### config.mk
export PLATFORM = sky130hd
export DESIGN_NAME = dmem_bus_if_flat
export DESIGN_NICKNAME = d
export VERILOG_FILES = /design/src/rtl/dmem_bus_if_pkg.sv /design/src/rtl/dmem_bus_if_if.sv /design/src/rtl/dmem_lane_align.sv /design/src/rtl/dmem_bus_if.sv /design/src/flat_wrapper.sv
export SDC_FILE = /design/constraint.sdc
export NUM_CORES = 1
export LEC_CHECK = 0
export ABC_AREA = 1
export CORE_MARGIN = 2
export CORE_UTILIZATION = 35
export CTS_CLUSTER_DIAMETER = 60
export DETAILED_ROUTE_END_ITERATION = 6
export PLACE_DENSITY = 0.7
export SETUP_SLACK_MARGIN = 0.02
export SLEW_MARGIN = 30
export SYNTH_ARGS = -nofsm -noshare
export SYNTH_HDL_FRONTEND = slang
export SYNTH_SLANG_ARGS = --single-unit
### constraint.sdc
create_clock -name clk -period 13.6 [get_ports clk]
set_input_delay 4.08 -clock clk [delete_from_list [all_inputs] [get_ports clk]]
set_output_delay 4.08 -clock clk [all_outputs]
set_load 0.02 [all_outputs]
### src/rtl/dmem_bus_if_pkg.sv
// Shared types for the M-stage data-memory bus master: FSM states, bus size
// codes and the byte-enable to transfer-size mapping.
package dmem_bus_if_pkg;

  typedef enum logic [1:0] {
    IDLE = 2'd0,
    REQ  = 2'd1,
    WAIT = 2'd2,
    DONE = 2'd3
  } state_t;

  localparam logic [1:0] SIZE_B = 2'd0;
  localparam logic [1:0] SIZE_H = 2'd1;
  localparam logic [1:0] SIZE_W = 2'd2;

  function automatic logic [1:0] size_of(input logic [3:0] dm_byte);
    case (dm_byte)
      4'b0001: size_of = SIZE_B;
      4'b0011: size_of = SIZE_H;
      default: size_of = SIZE_W;
    endcase
  endfunction

endpackage

### src/rtl/dmem_bus_if_if.sv
// SRAM-like req/addr_ok/data_ok data bus between the M-stage master and memory.
interface dmem_bus_if_if #(parameter int ADDR_W = 32);
  logic              data_req;
  logic              data_wr;
  logic [1:0]        data_size;
  logic [ADDR_W-1:0] data_addr;
  logic [3:0]        data_wstrb;
  logic [31:0]       data_wdata;
  logic              data_addr_ok;
  logic              data_data_ok;
  logic [31:0]       data_rdata;

  modport master (
    output data_req, data_wr, data_size, data_addr, data_wstrb, data_wdata,
    input  data_addr_ok, data_data_ok, data_rdata
  );

  modport slave (
    input  data_req, data_wr, data_size, data_addr, data_wstrb, data_wdata,
    output data_addr_ok, data_data_ok, data_rdata
  );
endinterface

### src/rtl/dmem_lane_align.sv
// Byte-lane alignment: shifts lane-0 store data/strobes up by the address
// offset and shifts the raw read word back down to lane 0.
module dmem_lane_align
  import dmem_bus_if_pkg::*;
(
  input  logic        we,
  input  logic [1:0]  off,
  input  logic [3:0]  dm_byte,
  input  logic [31:0] wdata,
  input  logic [1:0]  rd_off,
  input  logic [31:0] rdata,
  output logic [3:0]  wstrb,
  output logic [31:0] wdata_sh,
  output logic [1:0]  size,
  output logic [31:0] rdata_sh
);

  // Loads always fetch the full aligned word; lane selection happens on return.
  assign wstrb    = we ? (dm_byte << off) : 4'b0000;
  assign wdata_sh = wdata << {off, 3'b000};
  assign size     = we ? size_of(dm_byte) : SIZE_W;
  assign rdata_sh = rdata >> {rd_off, 3'b000};

endmodule

### src/rtl/dmem_bus_if.sv
// M-stage data-memory bus master: issues one req/addr_ok/data_ok transaction
// per load/store, stalls the pipeline while it is outstanding.
module dmem_bus_if
  import dmem_bus_if_pkg::*;
#(
  parameter int ADDR_W = 32
) (
  input  logic              clk,
  input  logic              rst,
  input  logic              mem_en_M,
  input  logic              mem_we_M,
  input  logic [ADDR_W-1:0] addr_M,
  input  logic [3:0]        dm_byte_M,
  input  logic [31:0]       wdata_M,
  input  logic              exc_M,
  input  logic              flush,
  input  logic              advance_M,
  output logic [31:0]       rdata_M,
  output logic              stall_M,
  dmem_bus_if_if.master     bus
);

  state_t state, state_nxt;
  logic   cancel, cancel_nxt;
  logic   start, issue, capture;

  logic [ADDR_W-1:0] cur_addr;
  logic [3:0]        cur_wstrb;
  logic [31:0]       cur_wdata;
  logic [1:0]        cur_size;
  logic [31:0]       rdata_sh;
  logic [1:0]        rd_off;

  logic              held_we;
  logic [ADDR_W-1:0] held_addr;
  logic [3:0]        held_wstrb;
  logic [31:0]       held_wdata;
  logic [1:0]        held_size;
  logic [1:0]        held_off;

  assign start = mem_en_M & ~exc_M & ~flush & (~mem_we_M | (dm_byte_M != 4'b0000));
  // Masked by rst so the bus stays quiet while reset is held, not just after it.
  assign issue = (state == IDLE) & start & ~rst;

  assign cur_addr = mem_we_M ? addr_M : {addr_M[ADDR_W-1:2], 2'b00};
  assign rd_off   = issue ? addr_M[1:0] : held_off;

  dmem_lane_align u_align (
    .we      (mem_we_M),
    .off     (addr_M[1:0]),
    .dm_byte (dm_byte_M),
    .wdata   (wdata_M),
    .rd_off  (rd_off),
    .rdata   (bus.data_rdata),
    .wstrb   (cur_wstrb),
    .wdata_sh(cur_wdata),
    .size    (cur_size),
    .rdata_sh(rdata_sh)
  );

  // Issue-cycle snapshot: keeps REQ fields stable even if M is flushed.
  always_ff @(posedge clk) begin
    if (issue) begin
      held_we    <= mem_we_M;
      held_addr  <= cur_addr;
      held_wstrb <= cur_wstrb;
      held_wdata <= cur_wdata;
      held_size  <= cur_size;
      held_off   <= addr_M[1:0];
    end
  end

  always_comb begin
    state_nxt      = state;
    cancel_nxt     = cancel;
    capture        = 1'b0;
    stall_M        = 1'b0;
    bus.data_req   = 1'b0;
    bus.data_wr    = 1'b0;
    bus.data_size  = 2'b00;
    bus.data_addr  = '0;
    bus.data_wstrb = 4'b0000;
    bus.data_wdata = 32'h0;
    case (state)
      IDLE: begin
        if (issue) begin
          stall_M        = 1'b1;
          bus.data_req   = 1'b1;
          bus.data_wr    = mem_we_M;
          bus.data_size  = cur_size;
          bus.data_addr  = cur_addr;
          bus.data_wstrb = cur_wstrb;
          bus.data_wdata = cur_wdata;
          if (bus.data_addr_ok && bus.data_data_ok) begin
            state_nxt = DONE;
            capture   = ~mem_we_M;
          end else if (bus.data_addr_ok) begin
            state_nxt = WAIT;
          end else begin
            state_nxt = REQ;
          end
        end
      end
      REQ: begin
        stall_M        = 1'b1;
        bus.data_req   = 1'b1;
        bus.data_wr    = held_we;
        bus.data_size  = held_size;
        bus.data_addr  = held_addr;
        bus.data_wstrb = held_wstrb;
        bus.data_wdata = held_wdata;
        if (bus.data_addr_ok && bus.data_data_ok) begin
          state_nxt  = (cancel | flush) ? IDLE : DONE;
          capture    = ~held_we & ~(cancel | flush);
          cancel_nxt = 1'b0;
        end else begin
          cancel_nxt = cancel | flush;
          if (bus.data_addr_ok) state_nxt = WAIT;
        end
      end
      WAIT: begin
        stall_M = 1'b1;
        if (bus.data_data_ok) begin
          state_nxt  = (cancel | flush) ? IDLE : DONE;
          capture    = ~held_we & ~(cancel | flush);
          cancel_nxt = 1'b0;
        end else begin
          cancel_nxt = cancel | flush;
        end
      end
      DONE: begin
        if (advance_M || flush) state_nxt = IDLE;
      end
      default: state_nxt = IDLE;
    endcase
  end

  always_ff @(posedge clk or posedge rst) begin
    if (rst) begin
      state   <= IDLE;
      cancel  <= 1'b0;
      rdata_M <= 32'h0;
    end else begin
      state  <= state_nxt;
      cancel <= cancel_nxt;
      if (capture) rdata_M <= rdata_sh;
    end
  end

endmodule

### src/flat_wrapper.sv
// flat-port wrapper written by rule: the top's interface ports become plain ports
module dmem_bus_if_flat import dmem_bus_if_pkg::*;
#(
  parameter int ADDR_W = 32
)
  (clk, rst, mem_en_M, mem_we_M, addr_M, dm_byte_M, wdata_M, exc_M, flush, advance_M, rdata_M, stall_M, bus_data_req, bus_data_wr, bus_data_size, bus_data_addr, bus_data_wstrb, bus_data_wdata, bus_data_addr_ok, bus_data_data_ok, bus_data_rdata);
  dmem_bus_if_if #(.ADDR_W(ADDR_W)) bus_i ();
  input  logic clk;
  input  logic rst;
  input  logic mem_en_M;
  input  logic mem_we_M;
  input  logic [ADDR_W-1:0] addr_M;
  input  logic [3:0] dm_byte_M;
  input  logic [31:0] wdata_M;
  input  logic exc_M;
  input  logic flush;
  input  logic advance_M;
  output logic [31:0] rdata_M;
  output logic stall_M;
  output wire logic [$bits(bus_i.data_req)-1:0] bus_data_req;
  output wire logic [$bits(bus_i.data_wr)-1:0] bus_data_wr;
  output wire logic [$bits(bus_i.data_size)-1:0] bus_data_size;
  output wire logic [$bits(bus_i.data_addr)-1:0] bus_data_addr;
  output wire logic [$bits(bus_i.data_wstrb)-1:0] bus_data_wstrb;
  output wire logic [$bits(bus_i.data_wdata)-1:0] bus_data_wdata;
  input wire logic [$bits(bus_i.data_addr_ok)-1:0] bus_data_addr_ok;
  input wire logic [$bits(bus_i.data_data_ok)-1:0] bus_data_data_ok;
  input wire logic [$bits(bus_i.data_rdata)-1:0] bus_data_rdata;
  assign bus_data_req = bus_i.data_req;
  assign bus_data_wr = bus_i.data_wr;
  assign bus_data_size = bus_i.data_size;
  assign bus_data_addr = bus_i.data_addr;
  assign bus_data_wstrb = bus_i.data_wstrb;
  assign bus_data_wdata = bus_i.data_wdata;
  assign bus_i.data_addr_ok = bus_data_addr_ok;
  assign bus_i.data_data_ok = bus_data_data_ok;
  assign bus_i.data_rdata = bus_data_rdata;
  dmem_bus_if #(.ADDR_W(ADDR_W)) u_core (.clk(clk), .rst(rst), .mem_en_M(mem_en_M), .mem_we_M(mem_we_M), .addr_M(addr_M), .dm_byte_M(dm_byte_M), .wdata_M(wdata_M), .exc_M(exc_M), .flush(flush), .advance_M(advance_M), .rdata_M(rdata_M), .stall_M(stall_M), .bus(bus_i));
endmodule
==> results of run 1 <==
==> logic make-up (layout without fill, tap and decap cells) <==
| group | after synthesis | after routing |
|---|---|---|
| and+or+nand+nor | 280 | 280 |
| AOI/OAI and AO/OA | 119 | 119 |
| DFF | 108 | 108 |
| buffers and inverters | 86 | 285 |
| muxes | 8 | 8 |
| adders and majority gates | 5 | 5 |
==> routing by layer <==
layer / part of all wire [%] / vias up / track usage [%]
met1: 44 / 2408 / 24.8
li1: - / 2482 / -
met3: 11 / 25 / 7.27
met5: 0 / - / 0
met2: 43 / 216 / 27.8
met4: 2.2 / 0 / 7.27
==> power by group through the flow <==
stage          logic [mW]  clock network [mW]  registers, mW
4_1_cts             0.699               0.287          0.447
3_3_place_gp        0.691                   0          0.453
6_report            0.692               0.279          0.447
2_1_floorplan       0.352                   0          0.503
5_1_grt             0.748               0.299          0.454
3_5_place_dp        0.698                   0          0.451
==> state kept, by name, summed over array words and instances, names as in the netlist <==
name,flops
u_core.held_wdata,32
u_core.held_size,2
u_core.held_off,2
u_core.held_wstrb,4
u_core.rdata_M,32
u_core.cancel,1
u_core.held_we,1
u_core.held_addr,32
u_core.state,2
==> critical path, stage by stage <==
cell and delay, ns:
clkdlybuf4s50_1 0.48, nor2_2 0.15, nand2_2 0.09, nor2_8 0.17, nand2_8 0.13, inv_4 0.60, buf_4 0.48, a22o_1 0.21
clkdlybuf4s50_1 0.60
==> synth_stat cells (6+ instances only) <==
library cell and number:
clkbuf_1 12, a21oi_1 26, nand3_1 33, buf_2 12, inv_1 49, nor2_1 33
mux2i_1 8, dfrtp_1 35, a22o_1 69, nand2_1 169, nand2_4 6, edfxtp_1 71
a22oi_1 6, nand3_2 21, o21ai_0 11
==> stage by stage <==
stage	power, mW	hold WS (ns)	utilization [%]	cells	instance area, um^2
2_1_floorplan	0.854	0.473	-	606	5890
3_3_place_gp	1.14	0.466	49.1	1009	8120
3_5_place_dp	1.15	0.466	49.1	1009	8120
4_1_cts	1.43	0.493	51.1	1025	8440
5_1_grt	1.50	0.514	51.1	1025	8440
6_report	1.42	0.487	51.1	1025	8440
==> final cells by class <==
cell class              count  share of cell area, %
well taps                 220                   3.26
inverters                  50                   2.25
clock buffers               9                   2.67
clock inverters             7                   1.07
multi-input cells         412                   28.8
flip-flops and latches    108                   36.1
repair buffers            219                   25.8
==> worst paths after layout <==
path	start	end	slack (ns)	cells past startpoint
max in group asynchronous	rst	u_core.rdata_M[3]$_DFFE_PP0P_	9.06	3
min in group asynchronous	rst	u_core.rdata_M[31]$_DFFE_PP0P_	4.21	3
max	flush	bus_data_wdata[21]	2.49	9
min	u_core.rdata_M[31]$_DFFE_PP0P_	u_core.rdata_M[31]$_DFFE_PP0P_	0.49	2
max reg2reg	u_core.state[0]$_DFFE_PP0P_	u_core.held_wdata[29]$_DFFE_PP_	10.98	7
min reg2reg	u_core.rdata_M[31]$_DFFE_PP0P_	u_core.rdata_M[31]$_DFFE_PP0P_	0.49	2
==> results.sh, run 1 <==
export IMPL_viasPerCell=5.01
export IMPL_mostFrequentLayoutCells="clkdlybuf4s50_1 (213), nand2_1 (169), edfxtp_1 (71)"
export IMPL_slew_limit_headroom_pct=41.4
export IMPL_drive_gt1_share_pct=8.45
export IMPL_post_cts_setup_buffers=0
export IMPL_ys_seq_area_share_pct=51.8
export IMPL_nNetsFinal=914
export IMPL_drt_total_wl_um=17000
export IMPL_combPwrFrac_pct=48.8
export IMPL_synth_xor_area_share_pct=0
export IMPL_skew_ns=0.00683
export IMPL_p_leak_nw=3.51
export IMPL_synthArstFlopShare_pct=32.4
export IMPL_power_frac_clock_pct=19.7
export IMPL_grt_pass1_wl_um=26400
export IMPL_synth_top_family_by_area="simple AND/OR/NAND/NOR gates"
export IMPL_place_ws_ns=2.45
export IMPL_final_common_cell="clkdlybuf4s50_1"
export IMPL_io_pins=214
export IMPL_maxCapViolCount=0
export IMPL_coreArea_um2=16500
export IMPL_hold_buffers=0
export IMPL_seqCellArea_um2=3050
export IMPL_layout_setup_ws_ns=2.49
export IMPL_synth_fa_ha_area_share_pct=1.06
export IMPL_cp_end_kind="output port"
export IMPL_drc_errors=0
export IMPL_drt_iter0_drc=376
export IMPL_avgRoutedWirePerCell_um=16.6
export IMPL_initial_core_util_pct=35.6
export IMPL_hp_class="flop to flop"
export IMPL_synth_nets=720
export IMPL_synth_compound_area_share_pct=15.0
export IMPL_n_fill_cell=1528
export IMPL_clockBufferDepth=2
export IMPL_area_delta_synth_final_pct=43.3
export IMPL_ys_ff_latch=108
export IMPL_globalplace_congestion=0.853
export IMPL_yosysWarnings=0
export IMPL_die_area_um2=17900
export IMPL_pwr_share_seq_pct=31.5
export IMPL_cts_made_buffers=9
export IMPL_p_sw_mw=0.548
export IMPL_clk_latency_ns=0.36
export IMPL_fin_setup_tns_ns=0
export IMPL_cts_sinks=108
export IMPL_outcome="completed"
export IMPL_vias=5131
export IMPL_internal_power_mw=0.869
export IMPL_synth_area_um2=5890
export IMPL_synth_area_leaders="edfxtp_1 (36%), dfrtp_1 (15%), nand2_1 (11%)"
export IMPL_hold_viol_final=0
export IMPL_grt_max_degree=75
export IMPL_vdd_drop_max_mv=0.101
export IMPL_synth_cell_type_count=33
export IMPL_synthFlopType="edfxtp_1"
export IMPL_setup_viol=0
export IMPL_synth_top_area_share_pct=36.2
export IMPL_dr_pass1_iters=4
export IMPL_synthCells=606
export IMPL_yosys_area_top_type="edfxtp_1"
export IMPL_die_x_um=134
export IMPL_crit_path_start_kind="input port"
export IMPL_slew_viol_final=0
export IMPL_clkTransAtPathRegs_ns=0.07
export IMPL_path_class="input port to output port"
export IMPL_arrival_ns=7.03
export IMPL_tritoncts="built"
export IMPL_grt_overflow_total=0
export IMPL_die_y_um=134
export IMPL_io_buffers=213
export IMPL_cts_resized_gates=0
export IMPL_cp_required_ns=9.52
export IMPL_drtAntennaViolNets=0
export IMPL_multi_input_area_um2=2430
export IMPL_max_freq_mhz=90.0
export IMPL_powerDensity_nw_per_um2=168
export IMPL_swShare_pct=38.7
export IMPL_syn_area_per_cell_um2=9.71
export IMPL_fin_crit_sh_pct=81.7
export IMPL_htree_levels=3
export IMPL_path_max_fanout=74
export IMPL_yosys_area_share_simple_pct=23.8
export IMPL_root_buffer="clkbuf_16"
export IMPL_layout_min_cycle_time_ns=11.11
export IMPL_grt_total_usage_pct=18.8
export IMPL_grt_pass1_vias=4835
export IMPL_synthMuxAreaShare_pct=1.36
export IMPL_num_rows=47
export IMPL_hpwl_um=12200
export IMPL_grt_antenna_before_repair=0
export IMPL_antenna_cells=0
export IMPL_synth_edf_count=71
export IMPL_worst_slew_pin_slew_ns=0.878
export IMPL_rsz0062_at_grt="no"
No activity file was read; power rests on OpenSTA's default activity.
==> run 2: changes to the inputs <==
Clock period 13.6 ns to 10.4 ns, I/O delays scaled along.
==> run 2 against run 1 <==
Compared with the run above: clock power rose by 21%; largest power group unchanged; first-iteration DRC count fell by 17%; wire length fell by 0.41%; design area barely moved; highest routed layer unchanged; non-clock buffer count did not move; flip-flop and latch count did not move.
==> results.sh, run 2 (same netlist as run 1, synthesis figures left out) <==
export IMPL_outcome="completed"
export IMPL_vias=5168
export IMPL_grt_pass1_wl_um=26200
export IMPL_cts_resized_gates=0
export IMPL_post_cts_setup_buffers=0
export IMPL_post_route_util_pct=51.1
export IMPL_dpl_cell_area_um2=8150
export IMPL_grt_max_degree=74
export IMPL_root_buffer="clkbuf_16"
export IMPL_maxCapViolCount=0
export IMPL_drc_errors=0
export IMPL_cp_end_kind="output port"
export IMPL_slew_limit_headroom_pct=38.9
export IMPL_reg2reg_depth=10
export IMPL_fin_area_um2=8440
export IMPL_mostFrequentLayoutCells="clkdlybuf4s50_1 (213), nand2_1 (169), edfxtp_1 (71)"
export IMPL_area_delta_synth_final_pct=43.3
export IMPL_cts_made_buffers=9
export IMPL_worstHoldEndpoint="u_core.rdata_M[21]$_DFFE_PP0P_"
export IMPL_layout_setup_ws_ns=1.52
export IMPL_die_area_um2=17900
export IMPL_fin_setup_tns_ns=0
export IMPL_powerDensity_nw_per_um2=217
export IMPL_clk_latency_ns=0.35
export IMPL_power_mw=1.83
export IMPL_grt_antenna_before_repair=0
export IMPL_min_from="u_core.rdata_M[21]$_DFFE_PP0P_"
export IMPL_initial_core_util_pct=35.6
export IMPL_cp_required_ns=7.28
export IMPL_wl_met1_um=7360
export IMPL_worst_slew_pin_slew_ns=0.915
export IMPL_routed_wl_met2_um=7530
export IMPL_grt_pass1_vias=4801
export IMPL_setup_viol=0
export IMPL_final_common_cell="clkdlybuf4s50_1"
export IMPL_antenna_cells=0
export IMPL_top_layer_used="met4"
export IMPL_grt_overflow_total=0
export IMPL_num_rows=47
export IMPL_path_class="input port to output port"
export IMPL_wl_met3_um=1740
export IMPL_drt_total_wl_um=16900
export IMPL_rsz0062_at_grt="no"
export IMPL_skew_ns=0.0120
export IMPL_power_frac_clock_pct=18.4
export IMPL_p_leak_nw=3.50
export IMPL_cts_sinks=108
export IMPL_largest_registers="u_core.held_addr x32, u_core.held_wdata x32, u_core.rdata_M x32"
export IMPL_drt_iter0_drc=313
export IMPL_die_y_um=134
export IMPL_io_pins=214
export IMPL_ff2ff_setup_slack_ns=8.08
export IMPL_vdd_drop_max_mv=0.147
export IMPL_max_freq_mhz=113
export IMPL_io_buffers=213
export IMPL_r2r_end="u_core.rdata_M[14]$_DFFE_PP0P_"
export IMPL_viasPerCell=5.04
export IMPL_coreArea_um2=16500
export IMPL_hp_class="flop to flop"
export IMPL_clockBufferDepth=2
export IMPL_tritoncts="built"
export IMPL_p_sw_mw=0.718
export IMPL_avgRoutedWirePerCell_um=16.5
export IMPL_htree_levels=3
export IMPL_grt_total_usage_pct=18.6
export IMPL_die_x_um=134
export IMPL_rr_startpoint="u_core.state[1]$_DFFE_PP0P_"
export IMPL_hold_buffers=0
export IMPL_fin_crit_sh_pct=85.4
export IMPL_dr_pass1_iters=6
export IMPL_globalplace_congestion=0.864
export IMPL_hpwl_um=12200
export IMPL_place_ws_ns=1.50
export IMPL_combPwrFrac_pct=49.6
export IMPL_drtAntennaViolNets=0
export IMPL_min_path_cells=2
export IMPL_internal_power_mw=1.11
export IMPL_layout_min_cycle_time_ns=8.88
export IMPL_pwr_share_seq_pct=32.0
export IMPL_nNetsFinal=914
export IMPL_hold_viol_final=0
export IMPL_swShare_pct=39.2
export IMPL_arrival_ns=5.76
export IMPL_path_max_fanout=57
export IMPL_crit_path_start_kind="input port"
export IMPL_drive_gt1_share_pct=8.45
export IMPL_slew_viol_final=0
export IMPL_clkTransAtPathRegs_ns=0.08
-- run 2: cell types whose count changed in the layout (fill, tap and decap cells not counted), sizes merged --
cell | previous run | this run
bufinv | 1 | 0
clkinvlp | 0 | 1
clkinv | 2 | 3
inv | 54 | 53
-- run 2: worst max path at each step --
stage                    endpoint  slack [ns]   from
2_1_floorplan   bus_data_addr[24]        2.26  exc_M
3_3_place_gp   bus_data_wdata[22]        1.50  flush
3_5_place_dp   bus_data_wdata[10]        1.50  flush
4_1_cts        bus_data_wdata[10]        1.49  flush
5_1_grt               bus_data_wr        1.32  flush
6_report       bus_data_wdata[10]        1.52  flush
-- run 2: stage by stage --
step,hold slack [ns],instances
2_1_floorplan,0.473,606
3_3_place_gp,0.467,1009
3_5_place_dp,0.464,1009
4_1_cts,0.494,1025
5_1_grt,0.507,1025
6_report,0.488,1025
-- run 2: routing by layer --
| layer | GRT usage, % | vias to the layer above |
|---|---|---|
| met5 | 0 | - |
| li1 | - | 2485 |
| met4 | 5.67 | 0 |
| met1 | 24.8 | 2416 |
| met2 | 28.8 | 248 |
| met3 | 6.35 | 19 |
-- run 2: cell type report --
cell class	instances	area (um^2)
clock buffers	9	225
inverters	50	190
repair buffers	219	2200
fillers	1538	8090
clock inverters	7	66.3
well taps	220	275
flip-flops and latches	108	3050
multi-input cells	412	2430
-- run 2: power by group through the flow --
stage | logic (mW) | registers, mW | clock network, mW
after CTS | 0.915 | 0.586 | 0.347
after detailed placement | 0.913 | 0.591 | 0
final | 0.908 | 0.585 | 0.337
after global routing | 0.978 | 0.595 | 0.362
after global placement | 0.908 | 0.592 | 0
after floorplan | 0.460 | 0.657 | 0
-- run 2: worst max-delay path: stages --
cell and delay, ns:
clkdlybuf4s50_1 0.49, nor2_2 0.15, nand2_2 0.10, nor2_8 0.17
nand2_8 0.13, inv_4 0.49, buf_12 0.31, a22o_1 0.18
clkdlybuf4s50_1 0.61
